## src/rtl/matrix_pkg.sv

```systemverilog
// Shared constants, state encoding and powers of ten for the matrix print formatter.
// Pure declarations: no latency and no flow control of its own.
package matrix_pkg;

   localparam int MAX_DIM = 5;

   localparam logic [7:0] CH_SPACE = 8'h20;
   localparam logic [7:0] CH_CR    = 8'h0D;
   localparam logic [7:0] CH_LF    = 8'h0A;
   localparam logic [7:0] CH_MINUS = 8'h2D;
   localparam logic [7:0] CH_ZERO  = 8'h30;

   typedef enum logic [3:0] {
      S_IDLE,
      S_RD,
      S_RDW,
      S_SIGN,
      S_CONV,
      S_SEP,
      S_CR,
      S_LF,
      S_ERR,
      S_DONE
   } fmt_state_t;

   // POW10[i] = 10^i
   localparam logic [31:0] POW10 [10] = '{
      32'd1, 32'd10, 32'd100, 32'd1000, 32'd10000, 32'd100000,
      32'd1000000, 32'd10000000, 32'd100000000, 32'd1000000000
   };

endpackage

```

## src/rtl/bin2dec_serial.sv

```systemverilog
// Serial magnitude-to-decimal digits by repeated subtraction, up to 10 cycles per power of ten.
// Backpressure: a presented digit stays valid and frozen while hold is high.
module bin2dec_serial #(
   parameter int DATA_W = 32
) (
   input  logic              clk,
   input  logic              rst_n,
   input  logic              start,
   input  logic [DATA_W-1:0] mag,
   input  logic              hold,
   output logic [3:0]        digit,
   output logic              digit_vld,
   output logic              last
);
   import matrix_pkg::*;

   logic [DATA_W-1:0] rem;
   logic [DATA_W-1:0] pow;
   logic [3:0]        idx;
   logic [3:0]        dig;
   logic              seen;
   logic              active;
   logic              present;

   assign pow = DATA_W'(POW10[idx]);

   always_ff @(posedge clk or negedge rst_n) begin
      if (!rst_n) begin
         rem     <= '0;
         idx     <= '0;
         dig     <= '0;
         seen    <= 1'b0;
         active  <= 1'b0;
         present <= 1'b0;
      end else if (start) begin
         rem     <= mag;
         idx     <= 4'd9;
         dig     <= '0;
         seen    <= 1'b0;
         active  <= 1'b1;
         present <= 1'b0;
      end else if (active) begin
         if (present) begin
            if (!hold) begin
               present <= 1'b0;
               seen    <= 1'b1;
               dig     <= '0;
               if (idx == 4'd0) active <= 1'b0;
               else             idx    <= idx - 4'd1;
            end
         end else if (rem >= pow) begin
            rem <= rem - pow;
            dig <= dig + 4'd1;
         end else if (dig != 4'd0 || seen || idx == 4'd0) begin
            present <= 1'b1;
         end else begin
            // leading zero: skip this power without emitting
            idx <= idx - 4'd1;
         end
      end
   end

   assign digit     = dig;
   assign digit_vld = present;
   assign last      = present && (idx == 4'd0);

endmodule

```

## src/rtl/matrix_print_formatter.sv

```systemverilog
// Reads an m x n row-major matrix from storage and streams it as ASCII decimal text.
// Latency: 2 cycles per read plus conversion; every byte waits on i_tx_ready with o_tx_data held.
module matrix_print_formatter #(
   parameter int DATA_W  = 32,
   parameter int ADDR_W  = 8,
   parameter int MAX_DIM = matrix_pkg::MAX_DIM
) (
   input  logic              clk,
   input  logic              rst_n,
   input  logic              i_start,
   input  logic [ADDR_W-1:0] i_base_addr,
   input  logic [2:0]        i_m,
   input  logic [2:0]        i_n,
   output logic [ADDR_W-1:0] o_rd_addr,
   input  logic [DATA_W-1:0] i_rd_data,
   output logic [7:0]        o_tx_data,
   output logic              o_tx_valid,
   input  logic              i_tx_ready,
   output logic              o_busy,
   output logic              o_done,
   output logic              o_err
);
   import matrix_pkg::*;

   fmt_state_t        state, state_nxt;
   logic [ADDR_W-1:0] rd_addr;
   logic [2:0]        m_q, n_q, r_q, c_q;
   logic              err_q;
   logic              dims_bad;
   logic [DATA_W-1:0] mag;
   logic [3:0]        digit;
   logic              digit_vld, digit_last, b2d_hold;

   assign dims_bad = (i_m == 3'd0) || (int'(i_m) > MAX_DIM) ||
                     (i_n == 3'd0) || (int'(i_n) > MAX_DIM);

   // magnitude as unsigned so the most negative value converts correctly
   assign mag      = i_rd_data[DATA_W-1] ? -i_rd_data : i_rd_data;
   assign b2d_hold = !((state == S_CONV) && i_tx_ready);

   bin2dec_serial #(.DATA_W(DATA_W)) u_b2d (
      .clk       (clk),
      .rst_n     (rst_n),
      .start     (state == S_RDW),
      .mag       (mag),
      .hold      (b2d_hold),
      .digit     (digit),
      .digit_vld (digit_vld),
      .last      (digit_last)
   );

   always_ff @(posedge clk or negedge rst_n) begin
      if (!rst_n) begin
         state   <= S_IDLE;
         rd_addr <= '0;
         m_q     <= '0;
         n_q     <= '0;
         r_q     <= '0;
         c_q     <= '0;
         err_q   <= 1'b0;
      end else begin
         state <= state_nxt;
         if (state == S_IDLE && i_start) begin
            m_q     <= i_m;
            n_q     <= i_n;
            r_q     <= '0;
            c_q     <= '0;
            rd_addr <= i_base_addr;
            err_q   <= dims_bad;
         end
         if (state == S_RDW) rd_addr <= rd_addr + 1'b1;
         if (state == S_SEP && i_tx_ready) c_q <= c_q + 3'd1;
         if (state == S_LF && i_tx_ready) begin
            c_q <= '0;
            r_q <= r_q + 3'd1;
         end
      end
   end

   always_comb begin
      state_nxt  = state;
      o_tx_valid = 1'b0;
      o_tx_data  = 8'h00;
      o_busy     = (state != S_IDLE) && (state != S_DONE);
      o_done     = (state == S_DONE);
      case (state)
         S_IDLE: if (i_start) state_nxt = dims_bad ? S_ERR : S_RD;
         S_RD:   state_nxt = S_RDW;
         S_RDW:  state_nxt = i_rd_data[DATA_W-1] ? S_SIGN : S_CONV;
         S_SIGN: begin
            o_tx_valid = 1'b1;
            o_tx_data  = CH_MINUS;
            if (i_tx_ready) state_nxt = S_CONV;
         end
         S_CONV: begin
            o_tx_valid = digit_vld;
            o_tx_data  = digit_vld ? (CH_ZERO + {4'b0000, digit}) : 8'h00;
            if (digit_vld && digit_last && i_tx_ready)
               state_nxt = (c_q == n_q - 3'd1) ? S_CR : S_SEP;
         end
         S_SEP: begin
            o_tx_valid = 1'b1;
            o_tx_data  = CH_SPACE;
            if (i_tx_ready) state_nxt = S_RD;
         end
         S_CR: begin
            o_tx_valid = 1'b1;
            o_tx_data  = CH_CR;
            if (i_tx_ready) state_nxt = S_LF;
         end
         S_LF: begin
            o_tx_valid = 1'b1;
            o_tx_data  = CH_LF;
            if (i_tx_ready) state_nxt = (r_q == m_q - 3'd1) ? S_DONE : S_RD;
         end
         // one-cycle dwell so o_err is visible while busy before the done pulse
         S_ERR:  state_nxt = S_DONE;
         S_DONE: state_nxt = S_IDLE;
         default: state_nxt = S_IDLE;
      endcase
   end

   assign o_rd_addr = rd_addr;
   assign o_err     = err_q;

endmodule

```

## config.mk

```make
export PLATFORM = sky130hd
export DESIGN_NAME = matrix_print_formatter
export DESIGN_NICKNAME = d
export VERILOG_FILES = /design/src/rtl/matrix_pkg.sv /design/src/rtl/bin2dec_serial.sv /design/src/rtl/matrix_print_formatter.sv
export SDC_FILE = /design/constraint.sdc
export NUM_CORES = 1
export LEC_CHECK = 0
export ABC_AREA = 0
export ABC_CLOCK_PERIOD_IN_PS = 6880
export CAP_MARGIN = 25
export CORE_MARGIN = 2
export CORE_UTILIZATION = 30
export CTS_CLUSTER_DIAMETER = 40
export CTS_CLUSTER_SIZE = 25
export DETAILED_ROUTE_END_ITERATION = 12
export PLACE_DENSITY_LB_ADDON = 0.12
export SYNTH_ARGS = -nofsm -noshare
export SYNTH_HDL_FRONTEND = slang
export SYNTH_SLANG_ARGS = --single-unit
```

## constraint.sdc

```tcl
create_clock -name clk -period 6.88 [get_ports clk]
set_clock_uncertainty 0.05 [all_clocks]
set_input_delay 1.376 -clock clk [delete_from_list [all_inputs] [get_ports clk]]
set_output_delay 1.376 -clock clk [all_outputs]
set_load 0.01 [all_outputs]
```

==> reports/qor.yml, run 1 <==
fin_ws_ns: 2.15
yosysTopAreaCellShare: 0.278
synthArstFlopShare: 1.00
drcViolationCount: 0
ys_types: 68
place_ws_ns: 2.16
timing.rr.start: "u_b2d.idx[0]"
p_seq_frac: 0.198
whs_endpoint: "o_rd_addr[7]"
switching_share: 0.504
grt_pass1_vias: 5767
clk_latency_ns: 0.35
worst_setup_path_end_kind: "register"
postLayoutCoreUtil: 0.363
drt_iter0_drc: 261
hold_depth: 1
wl_per_cell_um: 16.6
clk_path_buf_depth: 2
worstSetupPathType: "reg2reg"
ctsResizeCount: 0
clock-sinks: 68
cts_tree: "done"
cap_violations: 0
crit_path_max_incr_delay_ns: 0.67
gr-total-overflow: 0
crit_chain: "inv_1 > ha_1 > nand2_1 > inv_1 > ha_1 > fa_1 > nand2b_1 > a211oi_1 > nor2_1 > o31a_1 > a2111o_2 > buf_4 > nor4_1 > o21ai_0 > a21o_1"
root_buffer: "clkbuf_16"
synth_warnings: 0
syn2layout_area_growth_pct: 19.1
cts.htree.levels: 3
antenna_found_initial: 0
p_per_area_nw_per_um2: 568
dieArea_sq_um: 21600
cp_slowest_cell: "a2111o_2"
hold_class: "reg2reg"
crit_start: "u_b2d.idx[0]"
cp-start-kind: "register"
design.core.area_sq_um: 20100
initial_core_util: 0.304
multi_input_area_sq_um: 4140
pin_count: 70
post-route-period-util: 0.688
tightestPinTransition_ns: 0.802
p_switching_w: 0.00209
use_met3: 0.0332
cts_buffers: 9
top_usage_layer: "met2"
r2r_slack_ns: 2.15
slew_viol_final: 0
ir_drop_mv: 0.208
synth_commonest_cells: "nand2_1, a21oi_1, nor2_1"
place_area_sq_um: 6990
p_comb_frac: 0.693
p_clk_frac: 0.109
portBuffers: 67
final_hold_viol_count: 0
die_x_um: 147
tns_ns: 0
period_minus_slack_ns: 4.73
dp_hpwl_um: 13700
r2r-end: "u_b2d.rem[31]"
crit_arrival_ns: 4.92
vias: 5806
die_h_um: 147
grt_max_degree: 75
synth_edf_count: 0
fmax_mhz: 211
ys.flop_type: "dfrtp_1"
row_count: 52
hold_ws_ns: 0.446
cp_max_fo: 38
use_met1: 0.226
leakagePower_nw: 3.03
p_int_w: 0.00205
rsz0062_at_grt: "false"
clkSlewWorstSetupHoldPaths_ns: 0.06
layout.area.seq_sq_um: 1700
fill_cells: 2122
met2_usage: 0.288
hold_start: "o_rd_addr[7]"
nets: 917
synth-seq-area-share: 0.278
slew_headroom: 0.465
drtPass1Iterations: 6
drive_above_1_share: 0.0423
diodes: 0
yosysTopAreaCell: "dfrtp_1"
setup_violations: 0
postRouteAntennaNets: 0
grt_pass1_wl_um: 29900
ys_ff_latch: 68
grtUsageTotal: 0.172
synth_most_common_cell: "nand2_1"
wl_um: 18200
synthTopCellsByArea: "dfrtp_1, ha_1, a21oi_1"
crit_buf_inv: 3
via_per_inst: 5.29
post-cts-setup-buffers: 0
syn_area_sq_um: 6120
avgSynthCellArea_sq_um: 7.80
synthCells: 785
cp.required_ns: 7.07
globalplace.congestion: 0.885
postLayoutCellArea_sq_um: 7290
reg2reg_depth: 15
crit_family: "compound AO/OA/AOI/OAI gates"
hold_buffers: 0
outcome: "finished, final reports clean"
## worst max-delay path by stage
| stage | to | slack [ns] | cells past startpoint |
|---|---|---|---|
| after floorplan | u_b2d.rem[22] | 3.04 | 17 |
| after global placement | u_b2d.rem[31] | 2.35 | 15 |
| after detailed placement | u_b2d.rem[31] | 2.16 | 15 |
| after CTS | u_b2d.rem[31] | 2.14 | 15 |
| after global routing | u_b2d.rem[31] | 1.80 | 15 |
| final | u_b2d.rem[31] | 2.15 | 15 |
## through the flow
step	power (W)	std cells
floorplan	0.00294	786
global placement	0.00366	1080
detailed placement	0.00367	1080
CTS	0.00416	1096
global route	0.00455	1097
finish	0.00414	1097
## cells in the final DEF (no fill, tap or decap), types with 3 or more instances in the layout
| cell | count |
|---|---|
| clkbuf_16 | 9 |
| nor4b_1 | 3 |
| buf_4 | 6 |
| o21ai_0 | 53 |
| nor3_1 | 13 |
| o41ai_1 | 4 |
| a31oi_1 | 10 |
| and3_1 | 10 |
| and2_1 | 4 |
| nor4_1 | 4 |
| nand2b_1 | 6 |
| or3_1 | 7 |
| clkdlybuf4s50_1 | 66 |
| a21oi_1 | 85 |
| nor2_1 | 73 |
| a21boi_0 | 6 |
| nand3_1 | 20 |
| xor2_1 | 34 |
| mux2i_1 | 4 |
| ha_1 | 44 |
| a211oi_1 | 25 |
| nand3b_1 | 4 |
| a311oi_1 | 3 |
| a21o_1 | 13 |
| a221o_1 | 3 |
| inv_1 | 27 |
| o31ai_1 | 14 |
| o21a_1 | 10 |
| o21bai_1 | 3 |
| nand2_1 | 86 |
| or4_1 | 5 |
| nor2b_1 | 6 |
| dfrtp_1 | 68 |
| nand4_1 | 13 |
| xnor2_1 | 33 |
## registers in the layout, indices dropped and copies added (netlist names)
signal	cells
u_b2d.idx	4
m_q	3
o_err	1
state	4
u_b2d.digit	4
u_b2d.digit_vld	1
c_q	3
u_b2d.rem	32
r_q	3
u_b2d.active	1
u_b2d.seen	1
o_rd_addr	8
n_q	3
## per-layer routing
metal / wire length (um) / vias up
met4: 286 / 0
met1: 8490 / 2764
li1: - / 2915
met2: 8590 / 112
met5: 0 / -
met3: 832 / 15
## final cells by class
| cell class | count | area share |
|---|---|---|
| Tap cell | 270 | 0.0463 |
| Inverter | 27 | 0.0139 |
| Clock buffer | 10 | 0.0314 |
| Clock inverter | 6 | 0.00652 |
| Timing Repair Buffer | 74 | 0.101 |
| Multi-Input combinational cell | 642 | 0.567 |
| Sequential cell | 68 | 0.233 |
## kinds of logic after synthesis
kind of cell / after synthesis / share of synthesized area
compound gates: 256 / 0.266
xor+xnor: 67 / 0.0959
fa+ha+maj: 45 / 0.0932
buf+inv: 76 / 0.0482
flops: 68 / 0.278
mux: 4 / 0.00654
other cells: 1 / 0.000613
simple gates: 268 / 0.212
## power groups by stage
stage | Clock, W | Sequential (W) | Combinational (W)
2_1_floorplan | 0 | 0.000715 | 0.00222
3_3_place_gp | 0 | 0.000819 | 0.00284
3_5_place_dp | 0 | 0.000829 | 0.00284
4_1_cts | 0.000466 | 0.000823 | 0.00287
5_1_grt | 0.000484 | 0.000855 | 0.00322
6_report | 0.000453 | 0.000821 | 0.00287
## worst reg2reg max path, cell delays in order (launching register included)
cell and delay (ns):
dfrtp_1 0.54, inv_1 0.16, ha_1 0.28, nand2_1 0.20
inv_1 0.07, ha_1 0.20, fa_1 0.41, nand2b_1 0.18
a211oi_1 0.29, nor2_1 0.17, o31a_1 0.33, a2111o_2 0.67
buf_4 0.35, nor4_1 0.40, o21ai_0 0.13, a21o_1 0.19
Note: power is estimated with default switching activity, not from simulation.
==> inputs of run 2 (changes only) <==
ABC_CLOCK_PERIOD_IN_PS = 4550   (was 6880)
clock period = 4.55 ns   (was 6.88 ns; I/O delays follow)
==> reports/qor.yml, run 2 (synthesis results as in run 1) <==
r2r_slack_ns: 0.26
cts_buffers: 9
postRouteAntennaNets: 0
layout.cells.most_common: "nand2_1"
wl_um: 18600
cp_max_fo: 26
globalplace.congestion: 0.870
clk_path_buf_depth: 2
dp_hpwl_um: 14300
largest_register: "u_b2d.rem"
ir_drop_mv: 0.346
fmax_mhz: 233
slew_headroom: 0.454
final_hold_viol_count: 0
layout_common_cells: "nand2_1, a21oi_1, nor2_1"
outcome: "finished, final reports clean"
ctsResizeCount: 0
cts.htree.levels: 3
leakagePower_nw: 3.07
vias: 5829
cap_violations: 0
tns_ns: 0
cp.required_ns: 4.69
hold_buffers: 0
post-route-period-util: 0.942
cts_tree: "done"
row_count: 52
syn2layout_area_growth_pct: 20.0
cp-start-kind: "register"
drcViolationCount: 0
fin_ws_ns: 0.262
drtPass1Iterations: 4
p_int_w: 0.00321
place_ws_ns: 0.230
initial_core_util: 0.304
finalPower_w: 0.00642
grt_pass1_vias: 5803
via_per_inst: 5.28
portBuffers: 67
largest_register_ffs: 32
p_clk_frac: 0.110
worstSetupPathType: "reg2reg"
dieArea_sq_um: 21600
rsz0062_at_grt: "false"
die_h_um: 147
p_per_area_nw_per_um2: 874
post-cts-setup-buffers: 0
drive_above_1_share: 0.0516
crit_arrival_ns: 4.43
root_buffer: "clkbuf_16"
grtUsageTotal: 0.177
clock-sinks: 68
p_switching_w: 0.00321
switching_share: 0.500
clkSlewWorstSetupHoldPaths_ns: 0.06
die_x_um: 147
slew_viol_final: 0
antenna_found_initial: 0
nets: 924
tightestPinTransition_ns: 0.819
p_seq_frac: 0.194
gr-total-overflow: 0
pin_count: 70
diodes: 0
hold_class: "reg2reg"
wl_per_cell_um: 16.9
grt_pass1_wl_um: 30700
setup_violations: 0
drt_iter0_drc: 416
design.core.area_sq_um: 20100
worst_setup_path_end_kind: "register"
period_minus_slack_ns: 4.29
p_comb_frac: 0.696
grt_max_degree: 75
clk_latency_ns: 0.34
run 2: cell count changes in the layout (fill, tap and decap cells not counted):
cell | before | now
dfrtp_1 | 68 | 67
buf_8 | 0 | 1
buf_16 | 1 | 0
dfrtp_2 | 0 | 1
clkinv_2 | 1 | 2
clkinv_4 | 2 | 1
bufinv_16 | 0 | 1
inv_6 | 2 | 1
buf_4 | 6 | 13
clkbuf_1 | 1 | 0
run 2: metrics by stage:
step	utilization	cells	cell area (sq um)	hold WS, ns
6_report	0.365	1103	7350	0.443
5_1_grt	0.365	1103	7350	0.467
4_1_cts	0.365	1102	7330	0.452
3_5_place_dp	0.350	1087	7040	0.433
3_3_place_gp	0.350	1087	7040	0.427
2_1_floorplan	-	786	6120	0.414
run 2: layout make-up:
| class | count | area (sq um) |
|---|---|---|
| multi-input cells | 642 | 4140 |
| flip-flops and latches | 68 | 1700 |
| fillers | 2050 | 12800 |
| repair buffers | 81 | 778 |
| well taps | 270 | 338 |
| clock buffers | 9 | 225 |
| clock inverters | 6 | 65.1 |
| inverters | 27 | 101 |
run 2: path summary, 6_finish.rpt:
check | from | to | cells after the start
setup / recovery | u_b2d.idx[1] | u_b2d.rem[8] | 14
max in group asynchronous | rst_n | u_b2d.idx[0] | 2
hold / removal | o_err | o_err | 2
setup reg to reg | u_b2d.idx[1] | u_b2d.rem[8] | 14
hold reg to reg | o_err | o_err | 2
min in group asynchronous | rst_n | u_b2d.rem[26] | 1
run 2: critical path, stage by stage (launching register included):
cell	delay, ns
dfrtp_1	0.50
inv_1	0.13
ha_1	0.24
nand2_1	0.21
inv_1	0.07
ha_1	0.21
fa_1	0.41
nand2b_1	0.19
a211oi_1	0.31
nor2_1	0.17
o31a_1	0.33
a2111o_2	0.62
buf_4	0.31
a211oi_1	0.32
a21oi_1	0.07
run 2: per-layer routing:
metal | global-route usage | up-vias | wire (um)
li1 | - | 2926 | -
met1 | 0.243 | 2797 | 9050
met2 | 0.287 | 89 | 8670
met3 | 0.0320 | 17 | 631
met4 | 0.0466 | 0 | 259
met5 | 0 | - | 0
run 2: power by group through the flow:
stage / clock network [W] / logic, W / registers (W)
6_report: 0.000707 / 0.00447 / 0.00125
5_1_grt: 0.000754 / 0.00501 / 0.00129
4_1_cts: 0.000730 / 0.00445 / 0.00124
3_5_place_dp: 0 / 0.00442 / 0.00125
3_3_place_gp: 0 / 0.00441 / 0.00124
2_1_floorplan: 0 / 0.00336 / 0.00108
==> inputs of run 3 (changes only) <==
HOLD_SLACK_MARGIN = 0.03   (was default)
==> results of run 3 <==
The final DEF is identical to that of run 2; final timing and power are the same.
